==> config.mk <==
export PLATFORM = sky130hd
export DESIGN_NAME = mux_gate_scheduler
export DESIGN_NICKNAME = d
export VERILOG_FILES = /design/src/rtl/mux_gate_pkg.sv /design/src/rtl/mux2x1.sv /design/src/rtl/mux_gate_scheduler.sv
export SDC_FILE = /design/constraint.sdc
export NUM_CORES = 1
export LEC_CHECK = 0
export BUFFER_PORTS_ARGS = -buffer_cell sky130_fd_sc_hd__buf_2
export CAP_MARGIN = 5
export CORE_UTILIZATION = 49
export CTS_CLUSTER_DIAMETER = 150
export DETAILED_ROUTE_END_ITERATION = 10
export PLACE_DENSITY = 0.83
export SYNTH_ARGS = -nofsm -noshare
export SYNTH_HDL_FRONTEND = slang
export SYNTH_SLANG_ARGS = --single-unit
==> constraint.sdc <==
create_clock -name clk -period 2.4 [get_ports clk]
set_input_delay 0.24 -clock clk [delete_from_list [all_inputs] [get_ports clk]]
set_output_delay 0.24 -clock clk [all_outputs]
set_load 0.01 [all_outputs]
==> src/rtl/mux_gate_pkg.sv <==
// Shared types for the bit-serial mux-gate scheduler: opcodes, FSM states,
// default sizing and the per-opcode mux input mapping.
package mux_gate_pkg;

  localparam int unsigned NREQ_DEFAULT = 4;
  localparam int unsigned W_DEFAULT    = 8;

  typedef enum logic [2:0] {
    OP_AND  = 3'd0,
    OP_OR   = 3'd1,
    OP_NOT  = 3'd2,
    OP_NAND = 3'd3,
    OP_NOR  = 3'd4,
    OP_XNOR = 3'd5,
    OP_XOR  = 3'd6,
    OP_RSVD = 3'd7
  } op_e;

  typedef enum logic [1:0] {
    ST_IDLE = 2'd0,
    ST_EVAL = 2'd1,
    ST_DONE = 2'd2
  } state_e;

  typedef struct packed {
    logic i0;
    logic i1;
  } mux_sel_t;

  // Data inputs of the 2:1 cell for one bit; the select is always a[k].
  function automatic mux_sel_t mux_inputs(input op_e op, input logic b);
    mux_sel_t s;
    s = '0;
    case (op)
      OP_AND:  begin s.i0 = 1'b0; s.i1 = b;    end
      OP_OR:   begin s.i0 = b;    s.i1 = 1'b1; end
      OP_NOT:  begin s.i0 = 1'b1; s.i1 = 1'b0; end
      OP_NAND: begin s.i0 = 1'b1; s.i1 = ~b;   end
      OP_NOR:  begin s.i0 = ~b;   s.i1 = 1'b0; end
      OP_XNOR: begin s.i0 = ~b;   s.i1 = b;    end
      OP_XOR:  begin s.i0 = b;    s.i1 = ~b;   end
      default: s = '0;
    endcase
    return s;
  endfunction

endpackage

==> src/rtl/mux2x1.sv <==
// Gate-level 2:1 multiplexer cell: y = s ? i1 : i0.
module mux2x1 (
  input  logic s,
  input  logic i0,
  input  logic i1,
  output logic y
);

  logic s_n;
  logic t0;
  logic t1;

  not u_inv (s_n, s);
  and u_a0  (t0, s_n, i0);
  and u_a1  (t1, s, i1);
  or  u_or  (y, t0, t1);

endmodule

==> src/rtl/mux_gate_scheduler.sv <==
// Round-robin scheduler sharing one mux2x1 cell among NREQ requesters;
// each granted operation is evaluated bit-serially, LSB first.
module mux_gate_scheduler
  import mux_gate_pkg::*;
#(
  parameter  int unsigned NREQ = NREQ_DEFAULT,
  parameter  int unsigned W    = W_DEFAULT,
  localparam int unsigned IW   = (NREQ > 1) ? $clog2(NREQ) : 1
) (
  input  logic                clk,
  input  logic                rst_n,
  input  logic [NREQ-1:0]     req,
  input  logic [3*NREQ-1:0]   op,
  input  logic [W*NREQ-1:0]   a,
  input  logic [W*NREQ-1:0]   b,
  output logic [NREQ-1:0]     gnt,
  output logic                busy,
  output logic                res_valid,
  input  logic                res_ready,
  output logic [IW-1:0]       res_id,
  output logic [W-1:0]        res_data,
  output logic                res_err
);

  localparam int unsigned CW = (W > 1) ? $clog2(W) : 1;

  state_e          state_q;
  state_e          state_d;
  logic [IW-1:0]   rr_ptr;
  logic [IW-1:0]   pick;
  logic            found;
  logic [NREQ-1:0] rot;

  logic [2:0]      op_pick;
  logic [W-1:0]    a_pick;
  logic [W-1:0]    b_pick;

  op_e             op_q;
  logic [W-1:0]    a_sh;
  logic [W-1:0]    b_sh;
  logic [W-2:0]    res_sh;
  logic [IW-1:0]   id_q;
  logic [CW-1:0]   cnt;

  mux_sel_t        sel;
  logic            mux_y;
  logic            err_c;
  logic            bit_c;
  logic            last_bit;

  logic [NREQ-1:0] gnt_d;
  logic            busy_d;
  logic            valid_d;

  // First pending requester at or after rr_ptr, found on a rotated copy of req.
  always_comb begin
    int unsigned sum;
    found = 1'b0;
    pick  = '0;
    sum   = 0;
    rot   = NREQ'({req, req} >> rr_ptr);
    for (int unsigned o = 0; o < NREQ; o++) begin
      if (!found && rot[o]) begin
        found = 1'b1;
        sum   = 32'(rr_ptr) + o;
        if (sum >= NREQ) sum = sum - NREQ;
        pick  = IW'(sum);
      end
    end
  end

  always_comb begin
    op_pick = '0;
    a_pick  = '0;
    b_pick  = '0;
    for (int unsigned i = 0; i < NREQ; i++) begin
      if (pick == IW'(i)) begin
        op_pick = op[3*i +: 3];
        a_pick  = a[W*i +: W];
        b_pick  = b[W*i +: W];
      end
    end
  end

  // Single shared evaluation cell; a reserved opcode masks its output.
  assign sel = mux_inputs(op_q, b_sh[0]);

  mux2x1 u_cell (
    .s  (a_sh[0]),
    .i0 (sel.i0),
    .i1 (sel.i1),
    .y  (mux_y)
  );

  assign err_c    = (op_q == OP_RSVD);
  assign bit_c    = mux_y & ~err_c;
  assign last_bit = (cnt == CW'(W - 1));

  always_ff @(posedge clk) begin
    if (!rst_n) state_q <= ST_IDLE;
    else        state_q <= state_d;
  end

  always_comb begin
    state_d = state_q;
    case (state_q)
      ST_IDLE: if (found)     state_d = ST_EVAL;
      ST_EVAL: if (last_bit)  state_d = ST_DONE;
      ST_DONE: if (res_ready) state_d = ST_IDLE;
      default:                state_d = ST_IDLE;
    endcase
  end

  always_comb begin
    gnt_d   = '0;
    busy_d  = (state_d != ST_IDLE);
    valid_d = (state_d == ST_DONE);
    if (state_q == ST_IDLE && found) gnt_d = NREQ'(1) << pick;
  end

  always_ff @(posedge clk) begin
    if (!rst_n) begin
      gnt       <= '0;
      busy      <= 1'b0;
      res_valid <= 1'b0;
      res_id    <= '0;
      res_data  <= '0;
      res_err   <= 1'b0;
      rr_ptr    <= '0;
      op_q      <= OP_AND;
      a_sh      <= '0;
      b_sh      <= '0;
      res_sh    <= '0;
      id_q      <= '0;
      cnt       <= '0;
    end else begin
      gnt       <= gnt_d;
      busy      <= busy_d;
      res_valid <= valid_d;
      case (state_q)
        ST_IDLE: begin
          if (found) begin
            op_q   <= op_e'(op_pick);
            a_sh   <= a_pick;
            b_sh   <= b_pick;
            id_q   <= pick;
            cnt    <= '0;
            rr_ptr <= (pick == IW'(NREQ - 1)) ? '0 : pick + IW'(1);
          end
        end
        ST_EVAL: begin
          a_sh   <= a_sh >> 1;
          b_sh   <= b_sh >> 1;
          res_sh <= (W-1)'({bit_c, res_sh} >> 1);
          cnt    <= cnt + CW'(1);
          if (last_bit) begin
            res_data <= {bit_c, res_sh};
            res_err  <= err_c;
            res_id   <= id_q;
          end
        end
        default: ;
      endcase
    end
  end

endmodule
==> impl_metrics.csv <==
group,metric,value,unit
outcome,outcome,"completed",
timing,fin_crit,2348,ps
clocking,cts.sinks,52,
timing,hold_ws,234.5,ps
final_layout,final_util,65.34,%
clocking,post_cts_buffers,0,
drt,wl_per_cell,13.89,um
floorplan,start_util,51.13,%
power_and_ir_drop,total_power,2349,uW
synthesis,ys_types,41,
final_layout,mostFrequentLayoutCell,"buf_2",
drt,routed_wirelength,6.610,mm
power_and_ir_drop,ir_worst_vdd,0.0003581,V
synthesis,netlist_area,2611,um^2
final_layout,syn_to_final_growth,27.79,%
timing,finalHoldViolCount,0,
setup_path,critPathMaxStageDelay,390,ps
clocking,cts_buffer_depth,2,
synthesis,synth-seq-cells,52,
final_layout,fin_nets,494,
synthesis,synth_seq_area_share,39.87,%
placed_design,portBuffers,99,
timing,fin_crit_sh,97.82,%
setup_path,crit_chain,"nor2b_1 > a21o_1 > a211o_1 > ha_1 > nor2b_2 > buf_12 > a221o_1 > a22oi_1 > o22ai_1",
synthesis,avgSynthCellArea,8.211,um^2
final_layout,layout_common_cells,"99 x buf_2, 52 x dfxtp_1, 43 x a21oi_1",
final_layout,num_antenna_cells,0,
floorplan,row_count,26,
clocking,cts_max_level,2,
clocking,cts.clk_slew.worst_paths,90,ps
placed_design,gp_congestion,0.8718,
min_path,hold_path.class,"primary input to register",
timing,max_freq,426.0,MHz
setup_path,critPathKind,"register to register",
timing,maxSlewViolCount,0,
floorplan,design.core.area,5107,um^2
timing,clock_skew,4.016,ps
timing,rsz0062_at_grt,"false",
floorplan,die_height,75,um
setup_path,cp-end-kind,"register",
clocking,cts_root_buf,"clkbuf_8",
synthesis,synth_fp_nets,407,
setup_path,r2r_slack,50,ps
setup_path,slowest_stage,"a211o_1",
power_and_ir_drop,switching_share,26.47,%
timing,worst_pin_slew,433.6,ps
floorplan,die_area,5625,um^2
floorplan,die_x,75,um
clocking,clkLatencyLatePin,300,ps
drt,drt_iter0_markers,151,
run,drv_cap,0,
power_and_ir_drop,internal_power,1727,uW
clocking,cts_buffers,5,
synthesis,synth_top_area_share,39.87,%
final_layout,drive_above_1_share,31.03,%
synthesis,yosys.area.top_type,"dfxtp_1",
power_and_ir_drop,power_frac_comb,24.7,%
setup_path,cp.arrival,2530,ps
grt,antenna_found_initial,0,
clocking,cts_tree,"done",
placed_design,post-dp-hpwl,4.884,mm
floorplan,io_pins,100,
placed_design,pre_cts_ws,-5.741,ps
synthesis,syn-instance-count,318,
drt,first_pass_iters,4,
synthesis,yosys_warnings,0,
setup_path,start_kind,"register",
grt,overflow,0,
drt,ant_nets,0,
timing,relSlewSlack,70.85,%
setup_path,crit_buf_inv,1,
power_and_ir_drop,p_leak,0.001490,uW
grt,grt_usage,25.34,%
synthesis,yosys-top-cells-area,"dfxtp_1 40%, a22oi_1 8.6%, a21oi_1 8.2%, nand2_1 5.9%, a221o_1 5.4%",
grt,grt_pass1_vias,2357,
grt,grt_start_max_net_pins,37,
drt,drcViolationCount,0,
power_and_ir_drop,p_clk_share,34.2,%
timing,post-route-worst-setup-slack,52.31,ps
power_and_ir_drop,power.density,703.8,nW/um^2
grt,grt_pass1_wl,10.76,mm
timing,setup_viol,0,
drt,dr_total_vias,2624,
power_and_ir_drop,p_switching,621.6,uW
setup_path,cp_top_family,"compound AO/OA/AOI/OAI gates",
setup_path,cp_max_fo,17,
setup_path,worstPathRequired,2580,ps
drt,vias_per_cell,5.513,
power_and_ir_drop,seqPwrFrac,41.2,%
[logic make-up after synthesis]
family,Yosys count,share of synthesized area (%)
AO/OA/AOI/OAI,133,35.36
adder cells (fa/ha/maj),7,3.258
buffers and inverters,51,8.193
flip-flops,52,39.87
AND/OR/NAND/NOR,75,13.32
[worst paths after layout]
| check | start | endpoint | depth (start not counted) |
|---|---|---|---|
| setup reg to reg | rr_ptr[0] | a_sh[0] | 9 |
| hold / removal | res_ready | res_valid | 4 |
| setup / recovery | rr_ptr[0] | a_sh[0] | 9 |
| hold reg to reg | res_data[6] | res_data[6] | 2 |
[worst min-delay path: stages]
cell	delay [ps]
buf_2	80
nor2_1	30
nand2_1	70
a21oi_1	70
[power groups by stage]
stage                     Clock (uW)  Combinational [uW]  Sequential, uW
after global routing             858                 644             974
after detailed placement           0                 564             986
after CTS                        814                 570             966
after floorplan                    0                 385             976
final                            803                 579             967
after global placement             0                 553             984
[metrics by stage]
stage / area [um^2] / cells / setup TNS [ps]
2_1_floorplan: 2611 / 318 / 0
3_3_place_gp: 3164 / 468 / 0
3_5_place_dp: 3164 / 468 / -5.741
4_1_cts: 3323 / 476 / 0
5_1_grt: 3337 / 476 / 0
6_report: 3337 / 476 / 0
[state kept, by name, indices dropped and copies added, names as in the netlist, 3 cells and up]
signal and count:
res_data 8, b_sh 8, gnt 4, res_sh 7, a_sh 8, op_q 3, cnt 3
[cell type report]
cell class / instances / area, um^2
Fill cell: 434 / 1770
Clock inverter: 3 / 90.09
Tap cell: 70 / 87.58
Inverter: 25 / 93.84
Multi-Input combinational cell: 215 / 1370
Timing Repair Buffer: 106 / 585.6
Clock buffer: 5 / 68.82
Sequential cell: 52 / 1041
[routing by layer]
| metal | up-vias | share of wire [%] | GRT usage (%) |
|---|---|---|---|
| li1 | 1337 | - | - |
| met1 | 1171 | 43 | 31.70 |
| met2 | 107 | 49 | 43.34 |
| met3 | 9 | 6.4 | 5.489 |
| met4 | 0 | 1.6 | 8.386 |
| met5 | - | 0 | 0 |
[cell usage after synthesis (all sizes together)]
cell	count
clkbuf	17
dfxtp	52
o32a	1
a31o	1
nand2	42
a22oi	30
buf	9
a221o	14
o21ai	8
o22ai	15
and3	2
maj3	1
a211o	3
nand2b	3
o31ai	4
nor4	1
and2	2
ha	6
a21oi	43
nand3	1
a221oi	6
a32o	2
or2	1
nor3	5
or3	2
a21o	2
o21ba	1
nor2	9
a311oi	1
a211oi	2
inv	25
nand4	1
nor2b	6
[what timing repair did]
action / 4_1_cts / 5_1_grt
endpoints found under the setup margin: 0 / 15
hold buffers: 0 / 0
endpoints found under the hold margin: 0 / 0
gates resized for setup: 0 / 4
No activity file was read; power rests on OpenSTA's default activity.
